## src/rtl/packet_source.sv

```systemverilog
// -----------------------------------------------------------------------------
// packet_source
//
// Transmit end of the packet/credit NoC channel. It accepts whole 5-flit
// (160-bit) packets from a PE-side valid/ready interface and stamps an 18-bit
// serial into the header. It then serializes the packet header-first, one
// 32-bit flit per clock. Packet acceptance is gated by a packet-granular
// credit counter that the receiver replenishes with rising edges on credit_in.
//
// State table:
//   state | meaning
//   IDLE  | nothing in flight, channel driven to zero
//   SEND  | flit idx_q (0..4) of the registered packet is on the channel
//
// Ports:
//   clk                  system clock, rising edge
//   reset                synchronous, active-high reset
//   pkt_valid_in         packet offered on pkt_data_in
//   pkt_data_in[159:0]   [159:128] header (bits [145:128] replaced by serial),
//                        [127:0] four data flits, most significant first
//   pkt_ready_out        packet can be captured this cycle
//   credit_in            credit return; each 0->1 transition is one credit
//   channel_out[31:0]    flit channel, zero when idle
//   busy_out             a packet is being serialized
//   credit_count_out     current credits
//   credit_overflow_out  sticky: credit edge arrived while credits were full
//   packets_sent_out     completed packet count (wraps)
// -----------------------------------------------------------------------------
module packet_source #(
    parameter int CREDITS  = 4,
    parameter int CREDIT_W = 3
) (
    input  logic                clk,
    input  logic                reset,
    input  logic                pkt_valid_in,
    input  logic [159:0]        pkt_data_in,
    output logic                pkt_ready_out,
    input  logic                credit_in,
    output logic [31:0]         channel_out,
    output logic                busy_out,
    output logic [CREDIT_W-1:0] credit_count_out,
    output logic                credit_overflow_out,
    output logic [31:0]         packets_sent_out
);

    typedef enum logic [0:0] {
        ST_IDLE = 1'b0,
        ST_SEND = 1'b1
    } state_t;

    localparam logic [CREDIT_W-1:0] CREDIT_MAX = CREDIT_W'(CREDITS);
    localparam logic [17:0]         SERIAL_MAX = 18'h3FFFF;
    localparam logic [2:0]          LAST_IDX   = 3'd4;

    state_t                state_q, state_d;
    logic [2:0]            idx_q, idx_d;
    logic [159:0]          pkt_q, pkt_d;
    logic [17:0]           serial_q, serial_d;
    logic [CREDIT_W-1:0]   credit_q, credit_d;
    logic                  overflow_q, overflow_d;
    logic [31:0]           sent_q, sent_d;
    logic                  credit_in_q;

    logic                  last_flit;
    logic                  capture;
    logic                  credit_rise;

    // ---------------------------------------------------------------------
    // Handshake and event decode
    // ---------------------------------------------------------------------
    assign last_flit   = (state_q == ST_SEND) && (idx_q == LAST_IDX);
    // A new packet may be taken while idle, or on the last flit so that
    // back-to-back packets leave no bubble on the channel.
    assign pkt_ready_out = !reset && (credit_q != '0) &&
                           ((state_q == ST_IDLE) || last_flit);
    assign capture     = pkt_valid_in && pkt_ready_out;
    assign credit_rise = credit_in && !credit_in_q;

    // ---------------------------------------------------------------------
    // FSM: state register
    // ---------------------------------------------------------------------
    always_ff @(posedge clk) begin
        if (reset) begin
            state_q <= ST_IDLE;
            idx_q   <= 3'd0;
        end else begin
            state_q <= state_d;
            idx_q   <= idx_d;
        end
    end

    // ---------------------------------------------------------------------
    // FSM: next-state logic
    // ---------------------------------------------------------------------
    always_comb begin
        state_d = state_q;
        idx_d   = idx_q;
        case (state_q)
            ST_IDLE: begin
                if (capture) begin
                    state_d = ST_SEND;
                    idx_d   = 3'd0;
                end
            end
            ST_SEND: begin
                if (idx_q == LAST_IDX) begin
                    idx_d = 3'd0;
                    if (!capture) begin
                        state_d = ST_IDLE;
                    end
                end else begin
                    idx_d = idx_q + 3'd1;
                end
            end
            default: begin
                state_d = ST_IDLE;
                idx_d   = 3'd0;
            end
        endcase
    end

    // ---------------------------------------------------------------------
    // FSM: outputs
    // ---------------------------------------------------------------------
    always_comb begin
        channel_out = 32'd0;
        busy_out    = 1'b0;
        if (state_q == ST_SEND) begin
            busy_out = 1'b1;
            case (idx_q)
                3'd0:    channel_out = pkt_q[159:128];
                3'd1:    channel_out = pkt_q[127:96];
                3'd2:    channel_out = pkt_q[95:64];
                3'd3:    channel_out = pkt_q[63:32];
                3'd4:    channel_out = pkt_q[31:0];
                default: channel_out = 32'd0;
            endcase
        end
    end

    // ---------------------------------------------------------------------
    // Datapath: packet capture, serial, credits, counters
    // ---------------------------------------------------------------------
    always_comb begin
        pkt_d    = pkt_q;
        serial_d = serial_q;
        if (capture) begin
            pkt_d = {pkt_data_in[159:146], serial_q, pkt_data_in[127:0]};
            // Zero is skipped so the header flit can never be all-zero;
            // the receiver relies on a non-zero channel to spot a packet.
            serial_d = (serial_q == SERIAL_MAX) ? 18'd1 : serial_q + 18'd1;
        end
    end

    always_comb begin
        credit_d   = credit_q;
        overflow_d = overflow_q;
        if (credit_rise && (credit_q == CREDIT_MAX)) begin
            overflow_d = 1'b1;
        end
        if (credit_rise && !capture) begin
            if (credit_q != CREDIT_MAX) begin
                credit_d = credit_q + CREDIT_W'(1);
            end
        end else if (capture && !credit_rise) begin
            credit_d = credit_q - CREDIT_W'(1);
        end
    end

    assign sent_d = last_flit ? sent_q + 32'd1 : sent_q;

    always_ff @(posedge clk) begin
        if (reset) begin
            pkt_q       <= '0;
            serial_q    <= 18'd1;
            credit_q    <= CREDIT_MAX;
            overflow_q  <= 1'b0;
            sent_q      <= 32'd0;
            credit_in_q <= 1'b0;
        end else begin
            pkt_q       <= pkt_d;
            serial_q    <= serial_d;
            credit_q    <= credit_d;
            overflow_q  <= overflow_d;
            sent_q      <= sent_d;
            credit_in_q <= credit_in;
        end
    end

    assign credit_count_out    = credit_q;
    assign credit_overflow_out = overflow_q;
    assign packets_sent_out    = sent_q;

endmodule
```

## config.mk

```make
export PLATFORM = sky130hd
export DESIGN_NAME = packet_source
export DESIGN_NICKNAME = d
export VERILOG_FILES = /design/src/rtl/packet_source.sv
export SDC_FILE = /design/constraint.sdc
export NUM_CORES = 1
export LEC_CHECK = 0
export CORE_UTILIZATION = 40
export CTS_CLUSTER_DIAMETER = 120
export DETAILED_ROUTE_END_ITERATION = 10
export MAX_ROUTING_LAYER = met4
export PLACE_DENSITY = 0.7
export RECOVER_POWER = 100
export SLEW_MARGIN = 20
export SYNTH_ARGS = -nofsm -noshare
export SYNTH_HDL_FRONTEND = slang
export SYNTH_SLANG_ARGS = --single-unit
```

## constraint.sdc

```tcl
create_clock -name clk -period 3 [get_ports clk]
set_clock_uncertainty 0.2 [all_clocks]
set_input_delay 0.75 -clock clk [delete_from_list [all_inputs] [get_ports clk]]
set_output_delay 0.75 -clock clk [all_outputs]
set_load 0.05 [all_outputs]
```

==> results of run 1 <==
-- final timing paths --
path,from,to,slack (ns),depth (start not counted)
hold reg to reg,pkt_q[134]$_SDFFE_PP0P_,pkt_q[134]$_SDFFE_PP0P_,0.25,2
setup / recovery,idx_q[1]$_SDFFE_PP0P_,channel_out[23],-0.34,9
hold / removal,pkt_q[134]$_SDFFE_PP0P_,pkt_q[134]$_SDFFE_PP0P_,0.25,2
setup reg to reg,idx_q[0]$_SDFFE_PP0P_,packets_sent_out[17]$_SDFFE_PP0P_,0.20,9
-- cells in the final DEF (no fill, tap or decap), drive strengths merged, types with 3 or more instances in the layout --
| cell | n |
|---|---|
| a21oi | 200 |
| a222oi | 11 |
| a22o | 11 |
| a22oi | 42 |
| a31oi | 22 |
| and3 | 4 |
| and4 | 6 |
| buf | 97 |
| clkbuf | 38 |
| clkdlybuf4s50 | 180 |
| clkinv | 8 |
| dfxtp | 219 |
| ha | 7 |
| inv | 14 |
| mux2 | 9 |
| nand2 | 377 |
| nand3 | 21 |
| nand4 | 9 |
| nor2 | 29 |
| nor2b | 15 |
| nor3 | 7 |
| nor4 | 12 |
| o211ai | 3 |
| o21ai | 9 |
| o31ai | 15 |
| or3 | 12 |
| or4 | 16 |
| xnor2 | 10 |
| xor2 | 3 |
-- sequential cells by signal, summed over array words and instances (netlist names) --
signal               count
pkt_q                  160
credit_in_q              1
serial_q                18
idx_q                    3
packets_sent_out        32
credit_count_out         3
credit_overflow_out      1
state_q                  1
-- metrics by stage --
step | total power [mW] | setup TNS, ns
after floorplan | 3.55 | -7.10
after global placement | 3.94 | 0
after detailed placement | 3.95 | 0
after CTS | 6.90 | -7.52
after global routing | 7.09 | -10.76
final | 6.83 | -8.59
-- what timing repair did --
item / 4_1_cts / 5_1_grt
gates cloned: 4 / 1
hold buffers: 0 / 0
resized for setup: 73 / 31
setup endpoints to repair: 34 / 33
pin swaps: 4 / 7
setup buffers: 17 / 3
-- per-layer routing --
| metal | wire, µm | global-route usage |
|---|---|---|
| met2 | 13900 | 0.390 |
| met3 | 2200 | 0.0625 |
| met5 | 0 | - |
| met4 | 903 | 0.0794 |
| met1 | 12300 | 0.297 |
-- power breakdown --
part	leakage (nW)	internal (mW)	switching [mW]	total (mW)
registers	1.78	3.01	0.0773	3.09
clock network	0.383	1.65	1.18	2.83
logic	2.34	0.423	0.479	0.902
total	4.50	5.09	1.74	6.83
-- worst min-delay path: cells and delay by family, from the launching register on --
family	cells	cell delay [ns]
simple gates	1	0.05
compound gates	1	0.05
flops	1	0.31
-- final cells by class --
type | count | area [µm²] | share of cell area
multi-input cells | 872 | 5030 | 0.370
flip-flops and latches | 219 | 4400 | 0.324
repair buffers | 280 | 2950 | 0.217
clock buffers | 36 | 717 | 0.0528
well taps | 313 | 392 | 0.0288
inverters | 14 | 57.6 | 0.00424
clock inverters | 8 | 43.8 | 0.00322
diodes | 1 | 2.50 | 0.000184
-- cells by family after synthesis --
logic type               after synthesis  synth area share
flip-flops                           219             0.465
AND/OR/NAND/NOR                      514             0.241
XOR/XNOR                              13            0.0121
AO/OA/AOI/OAI                        328             0.210
multiplexers                           9            0.0107
adder cells (fa/ha/maj)                8            0.0114
buffers and inverters                109            0.0500
==> results.cfg, run 1 <==
[run_status]
status = finished, violations left
violations = setup timing

[critical_path]
critPathBufInv = 5
cp-start-kind = flop
crit_path_frequent_cell = buf_12
critPathRequiredTime_ns = 2.05
max_stage_delay_ns = 0.48
critical_path_class = reg2out
setup.worst_path.end_class = output port
cp_max_fo = 9
worstPathArrival_ns = 2.39
cp_top_family = buffers and inverters
cp_slowest_cell = a222oi_1
path_cells = inv_6 > ha_4 > nor2b_4 > buf_12 > buf_12 > buf_4 > a222oi_1 > a21oi_2 > buf_6

[clock_tree]
clk_pin_slew_ns = 0.06
cts_tree = done
clock-root-buffer = clkbuf_16
htreeDepth = 1
clk_path_buf_depth = 3
cts-buffers-inserted = 24
clk_latency_ns = 0.51
numClockSinks = 219

[layout]
syn_to_final_growth_pct = 44.1
drive_gt1_frac = 0.148
stdcell_count = 1743
postLayoutCellArea_um2 = 13600
finish.utilization = 0.595
fillCellCount = 2047
fin_nets = 1583

[sta]
setup_viol = 33
worstMarginPinSlew_ns = 1.12
fin_crit_sh = 1.11
final.setup.worst_slack_ns = -0.344
hold_viol_final = 0
rsz0062_at_grt = true
min_period_ns = 3.34
finalMaxSlewViolations = 0
fmax_ghz = 0.299
fin_hold_ws_ns = 0.253
slew_headroom = 0.251

[synth]
synth_area_um2 = 9430
synthArstFlopShare = 0
syn_avg_cell_area_um2 = 7.86
synth_top_area_share = 0.465
yosysUniqueCellTypes = 55
synth_cells = 1200
synth_edf_count = 0
synth.yosys.seq_area_share = 0.465
ys_ff_latch = 219
ys.warnings.count = 0
netlist_top_cells_area = dfxtp_1 (46%), nand2_1 (15%), a21oi_1 (11%)
netlist_top_cells_count = nand2_1 (377), dfxtp_1 (219), a21oi_1 (200)
ys_dominant_reg_cell = dfxtp_1
yosys.area.top_type = dfxtp_1
syn_nets = 1372
synth.most_common_cell = nand2_1

[hold_path]
hold_class = reg2reg

[flow_run]
max-cap-violations = 0

[floorplanning]
die_height_um = 156
fp.dieW_um = 156
std_cell_rows = 55
core_area_um2 = 22800
die_area_um2 = 24200
start_util = 0.413
ios = 234

[grt]
grt_pass1_wl_um = 45700
antenna_found_initial = 1
overflow = 0
grt_max_degree = 161
grt_util_all_layers = 0.243
first_global_vias = 8696

[place]
pre_cts_slack_ns = 0.0571
portBuffers = 215
place_inst = 1679
hpwlAfterDp_um = 19100
gp_congestion = 0.892
place_area_um2 = 12200

[drt]
wire_per_inst_um = 16.8
drc_errors = 0
via_count = 9331
dr.pass1.iters = 7
postRouteAntennaNets = 0
viasPerCell = 5.35
wl_um = 29400
drtIter0Drc = 780

[power_and_ir_drop]
cellPowerDensity_nw_per_um2 = 502
ir_drop_mv = 0.315
p_leak_nw = 4.50
Note: power is estimated with default switching activity, not from simulation.
==> run 2, diff against run 1 <==
Settings changed: PLACE_DENSITY 0.7 to 0.67.
Clock period 3 ns to 4.2 ns, I/O delays scaled along.
==> results.cfg, run 2 (same netlist as run 1, synthesis figures left out) <==
[run_status]
status = finished, violations left
violations = capacitance limit, slew limit

[grt]
antenna_found_initial = 1
first_global_vias = 8278
grt_max_degree = 98
grt_pass1_wl_um = 42900
overflow = 0
grt_util_all_layers = 0.229

[hold_path]
hold_class = reg2reg

[critical_path]
cp_slowest_cell = buf_4
setup.worst_path.end_class = output port
path_cells = inv_1 > ha_1 > buf_4 > o41ai_2 > buf_4 > a21oi_1 > clkbuf_4
cp_max_fo = 32
critical_path_class = reg2out
max_stage_delay_ns = 0.44
crit_path_frequent_cell = buf_4
cp-start-kind = flop
worstPathArrival_ns = 2.76
critPathRequiredTime_ns = 2.95

[clock_tree]
postCtsSetupBuffers = 0
cts_tree = done
clock-root-buffer = clkbuf_16
clk_path_buf_depth = 3
clk_latency_ns = 0.51
htreeDepth = 1
clk_pin_slew_ns = 0.06
numClockSinks = 219
cts_resized = 0
cts-buffers-inserted = 24
cts_hold_buf = 0

[layout]
layout_commonest_cell = nand2_1
final_cell_mix = nand2_1 (377), dfxtp_1 (219), a21oi_1 (200)
fin_nets = 1538
postLayoutCellArea_um2 = 12300
syn_to_final_growth_pct = 30.8
finish.utilization = 0.540
drive_gt1_frac = 0.0783
largest_reg_flops = 160
top_register = pkt_q

[drt]
wl_um = 27900
drc_errors = 0
dr.pass1.iters = 9
postRouteAntennaNets = 0
drtIter0Drc = 725
viasPerCell = 5.34
via_count = 9047
wire_per_inst_um = 16.5

[sta]
rsz0062_at_grt = false
hold_viol_final = 0
min_period_ns = 4.01
fmax_ghz = 0.250
setup_viol = 0
slew_headroom = -0.311
finalMaxSlewViolations = 178
worstMarginPinSlew_ns = 1.97
setup_tns_ns = 0
fin_crit_sh = 0.954

[floorplanning]
die_height_um = 156
std_cell_rows = 55
ios = 234
start_util = 0.413
core_area_um2 = 22800
die_area_um2 = 24200
fp.dieW_um = 156

[place]
hpwlAfterDp_um = 18800
gp_congestion = 0.843
place_area_um2 = 11700
portBuffers = 215

[power_and_ir_drop]
p_leak_nw = 4.24
cellPowerDensity_nw_per_um2 = 380
power_mw = 4.68
ir_drop_mv = 0.310

[flow_run]
max-cap-violations = 2
run 2: cell types whose count changed in the layout (fill, tap and decap cells not counted), moves of 21 or more:
cell / before / now
buf_6: 37 / 0
dlygate4sd3_1: 0 / 37
clkdlybuf4s50_1: 180 / 144
buf_4: 40 / 15
a31oi_1: 1 / 22
clkbuf_2: 1 / 22
run 2: layout make-up:
type,count,area [µm²]
fill,2211,10500
multi-input combinational,872,4600
sequential,219,4380
timing repair buffer,235,2190
clock buffer,37,711
tap,313,392
inverter,14,52.6
clock inverter,2,10.0
antenna,1,2.50
run 2: metal layers:
layer  vias up  part of all wire  GRT usage
li1       4508                 -          -
met1      4207              0.43      0.279
met2       281              0.47      0.373
met3        51             0.067     0.0533
met4         0             0.032     0.0784
met5         -                 0          -
run 2: stage by stage:
stage,hold WS [ns],instances,worst slack [ns]
after floorplan,0.236,1200,0.231
after global placement,0.241,1653,0.766
after detailed placement,0.247,1653,0.743
after CTS,0.254,1692,0.195
after global routing,0.267,1693,0.0505
final,0.251,1693,0.194
run 2: critical path, delay by kind of cell, from the launching register on:
kind / cells / cell delay [ns]
flip-flops: 1 / 0.40
adder cells (fa/ha/maj): 1 / 0.32
buffers and inverters: 4 / 1.03
AO/OA/AOI/OAI: 2 / 0.49
run 2: report_power, final:
| group | switching, mW | internal, mW | total (mW) |
|---|---|---|---|
| Clock | 0.805 | 1.15 | 1.96 |
| Combinational | 0.297 | 0.226 | 0.523 |
| Sequential | 0.0510 | 2.15 | 2.21 |
run 2: final timing paths:
path                              end  depth (start not counted)  slack, ns                    start
max                   channel_out[22]                          7       0.19    idx_q[0]$_SDFFE_PP0P_
min           pkt_q[142]$_SDFFE_PP0P_                          2       0.25  pkt_q[142]$_SDFFE_PP0P_
max reg2reg  serial_q[0]$_SDFFE_PP1P_                          7       0.95    idx_q[0]$_SDFFE_PP0P_
min reg2reg   pkt_q[142]$_SDFFE_PP0P_                          2       0.25  pkt_q[142]$_SDFFE_PP0P_
==> run 3, diff against run 2 <==
Settings changed: PLACE_DENSITY 0.67 to unset, PLACE_DENSITY_LB_ADDON set to 0.15.
==> results.cfg, run 3 (same netlist as run 1, synthesis figures left out) <==
[sta]
rsz0062_at_grt = false
worstMarginPinSlew_ns = 2.04
finalMaxSlewViolations = 97
min_period_ns = 4.03
fin_crit_sh = 0.959
hold_viol_final = 0
slew_headroom = -0.361
fmax_ghz = 0.248
setup_viol = 0
setup_tns_ns = 0

[clock_tree]
clk_pin_slew_ns = 0.06
cts_tree = done
cts-buffers-inserted = 24
numClockSinks = 219
clock-root-buffer = clkbuf_16
clk_path_buf_depth = 3
clk_latency_ns = 0.52
cts_hold_buf = 0
postCtsSetupBuffers = 0
htreeDepth = 1

[layout]
regArea_um2 = 4380
fin_nets = 1539
layout_commonest_cell = nand2_1
drive_gt1_frac = 0.0680
largest_reg_flops = 160
top_register = pkt_q
fillCellCount = 2226
multi_input_comb_area_um2 = 4550
final_cell_mix = nand2_1 (377), dfxtp_1 (219), a21oi_1 (200)
syn_to_final_growth_pct = 32.7

[floorplanning]
die_area_um2 = 24200
start_util = 0.413
std_cell_rows = 55
ios = 234
core_area_um2 = 22800
fp.dieW_um = 156
die_height_um = 156

[flow_run]
max-cap-violations = 1

[critical_path]
critPathRequiredTime_ns = 2.95
setup.worst_path.end_class = output port
cp_max_fo = 21
critical_path_class = reg2out
worstPathArrival_ns = 2.78
cp-start-kind = flop

[grt]
grt_util_all_layers = 0.236
overflow = 0
grt_max_degree = 97
grt_pass1_wl_um = 44400
first_global_vias = 8570
antenna_found_initial = 3

[power_and_ir_drop]
ir_drop_mv = 0.298
power_mw = 4.73
p_leak_nw = 4.42
cellPowerDensity_nw_per_um2 = 378

[drt]
viasPerCell = 5.33
drtIter0Drc = 779
via_count = 9050
drc_errors = 0
wire_per_inst_um = 16.6
postRouteAntennaNets = 0
dr.pass1.iters = 5
wl_um = 28200

[run_status]
status = finished, violations left
violations = capacitance limit, slew limit

[hold_path]
hold_class = reg2reg

[place]
gp_congestion = 0.899
portBuffers = 215
hpwlAfterDp_um = 19100
## run 3: repair_timing
item | in CTS | in global routing
setup endpoints to repair | 0 | 12
hold endpoints to repair | 0 | 0
gates resized for setup | 0 | 1
## run 3: per-layer routing
metal	up-vias	track usage	wire (µm)	share of wire
met1	4216	0.277	11700	0.41
met5	-	-	0	0
met3	38	0.0714	2330	0.082
li1	4507	-	-	-
met2	289	0.385	13500	0.48
met4	0	0.0794	720	0.025
## run 3: layout make-up
| type | instances | area share |
|---|---|---|
| sequential | 219 | 0.350 |
| multi-input combinational | 872 | 0.364 |
| clock buffer | 36 | 0.0540 |
| clock inverter | 6 | 0.00550 |
| inverter | 14 | 0.00420 |
| antenna | 3 | 0.000600 |
| tap | 313 | 0.0313 |
| timing repair buffer | 236 | 0.190 |
## run 3: worst max-delay path: stages, from the launching register on
cell and delay [ns]:
dfxtp_1 0.35, inv_1 0.10, ha_1 0.17, buf_4 0.25
nor2b_2 0.18, buf_4 0.29, a22oi_1 0.22, a31oi_1 0.26
dlymetal6s2s_1 0.45
## run 3: path summary, 6_finish.rpt
kind	slack [ns]	cells past startpoint	end	start
setup / recovery	0.17	8	channel_out[25]	idx_q[0]$_SDFFE_PP0P_
hold / removal	0.25	2	pkt_q[16]$_SDFFE_PP0P_	pkt_q[16]$_SDFFE_PP0P_
setup reg to reg	1.08	9	credit_count_out[2]$_SDFFE_PP1P_	idx_q[0]$_SDFFE_PP0P_
hold reg to reg	0.25	2	pkt_q[16]$_SDFFE_PP0P_	pkt_q[16]$_SDFFE_PP0P_
## run 3: power by group
| group | switching [mW] | leakage, nW | total (mW) | internal [mW] |
|---|---|---|---|---|
| Sequential | 0.0500 | 1.78 | 2.20 | 2.15 |
| Combinational | 0.294 | 2.28 | 0.523 | 0.229 |
| Clock | 0.835 | 0.361 | 2.01 | 1.17 |
| Total | 1.18 | 4.42 | 4.73 | 3.56 |
## run 3: through the flow
| stage | setup WS [ns] | cell area, µm² | instances | utilization | hold slack (ns) |
|---|---|---|---|---|---|
| 3_5_place_dp | 0.616 | 12100 | 1654 | 0.529 | 0.246 |
| 4_1_cts | 0.104 | 12800 | 1696 | 0.562 | 0.254 |
| 2_1_floorplan | 0.231 | 9430 | 1200 | - | 0.236 |
| 3_3_place_gp | 0.651 | 12100 | 1654 | 0.529 | 0.242 |
| 5_1_grt | 0.0924 | 12500 | 1699 | 0.548 | 0.264 |
| 6_report | 0.173 | 12500 | 1699 | 0.548 | 0.252 |
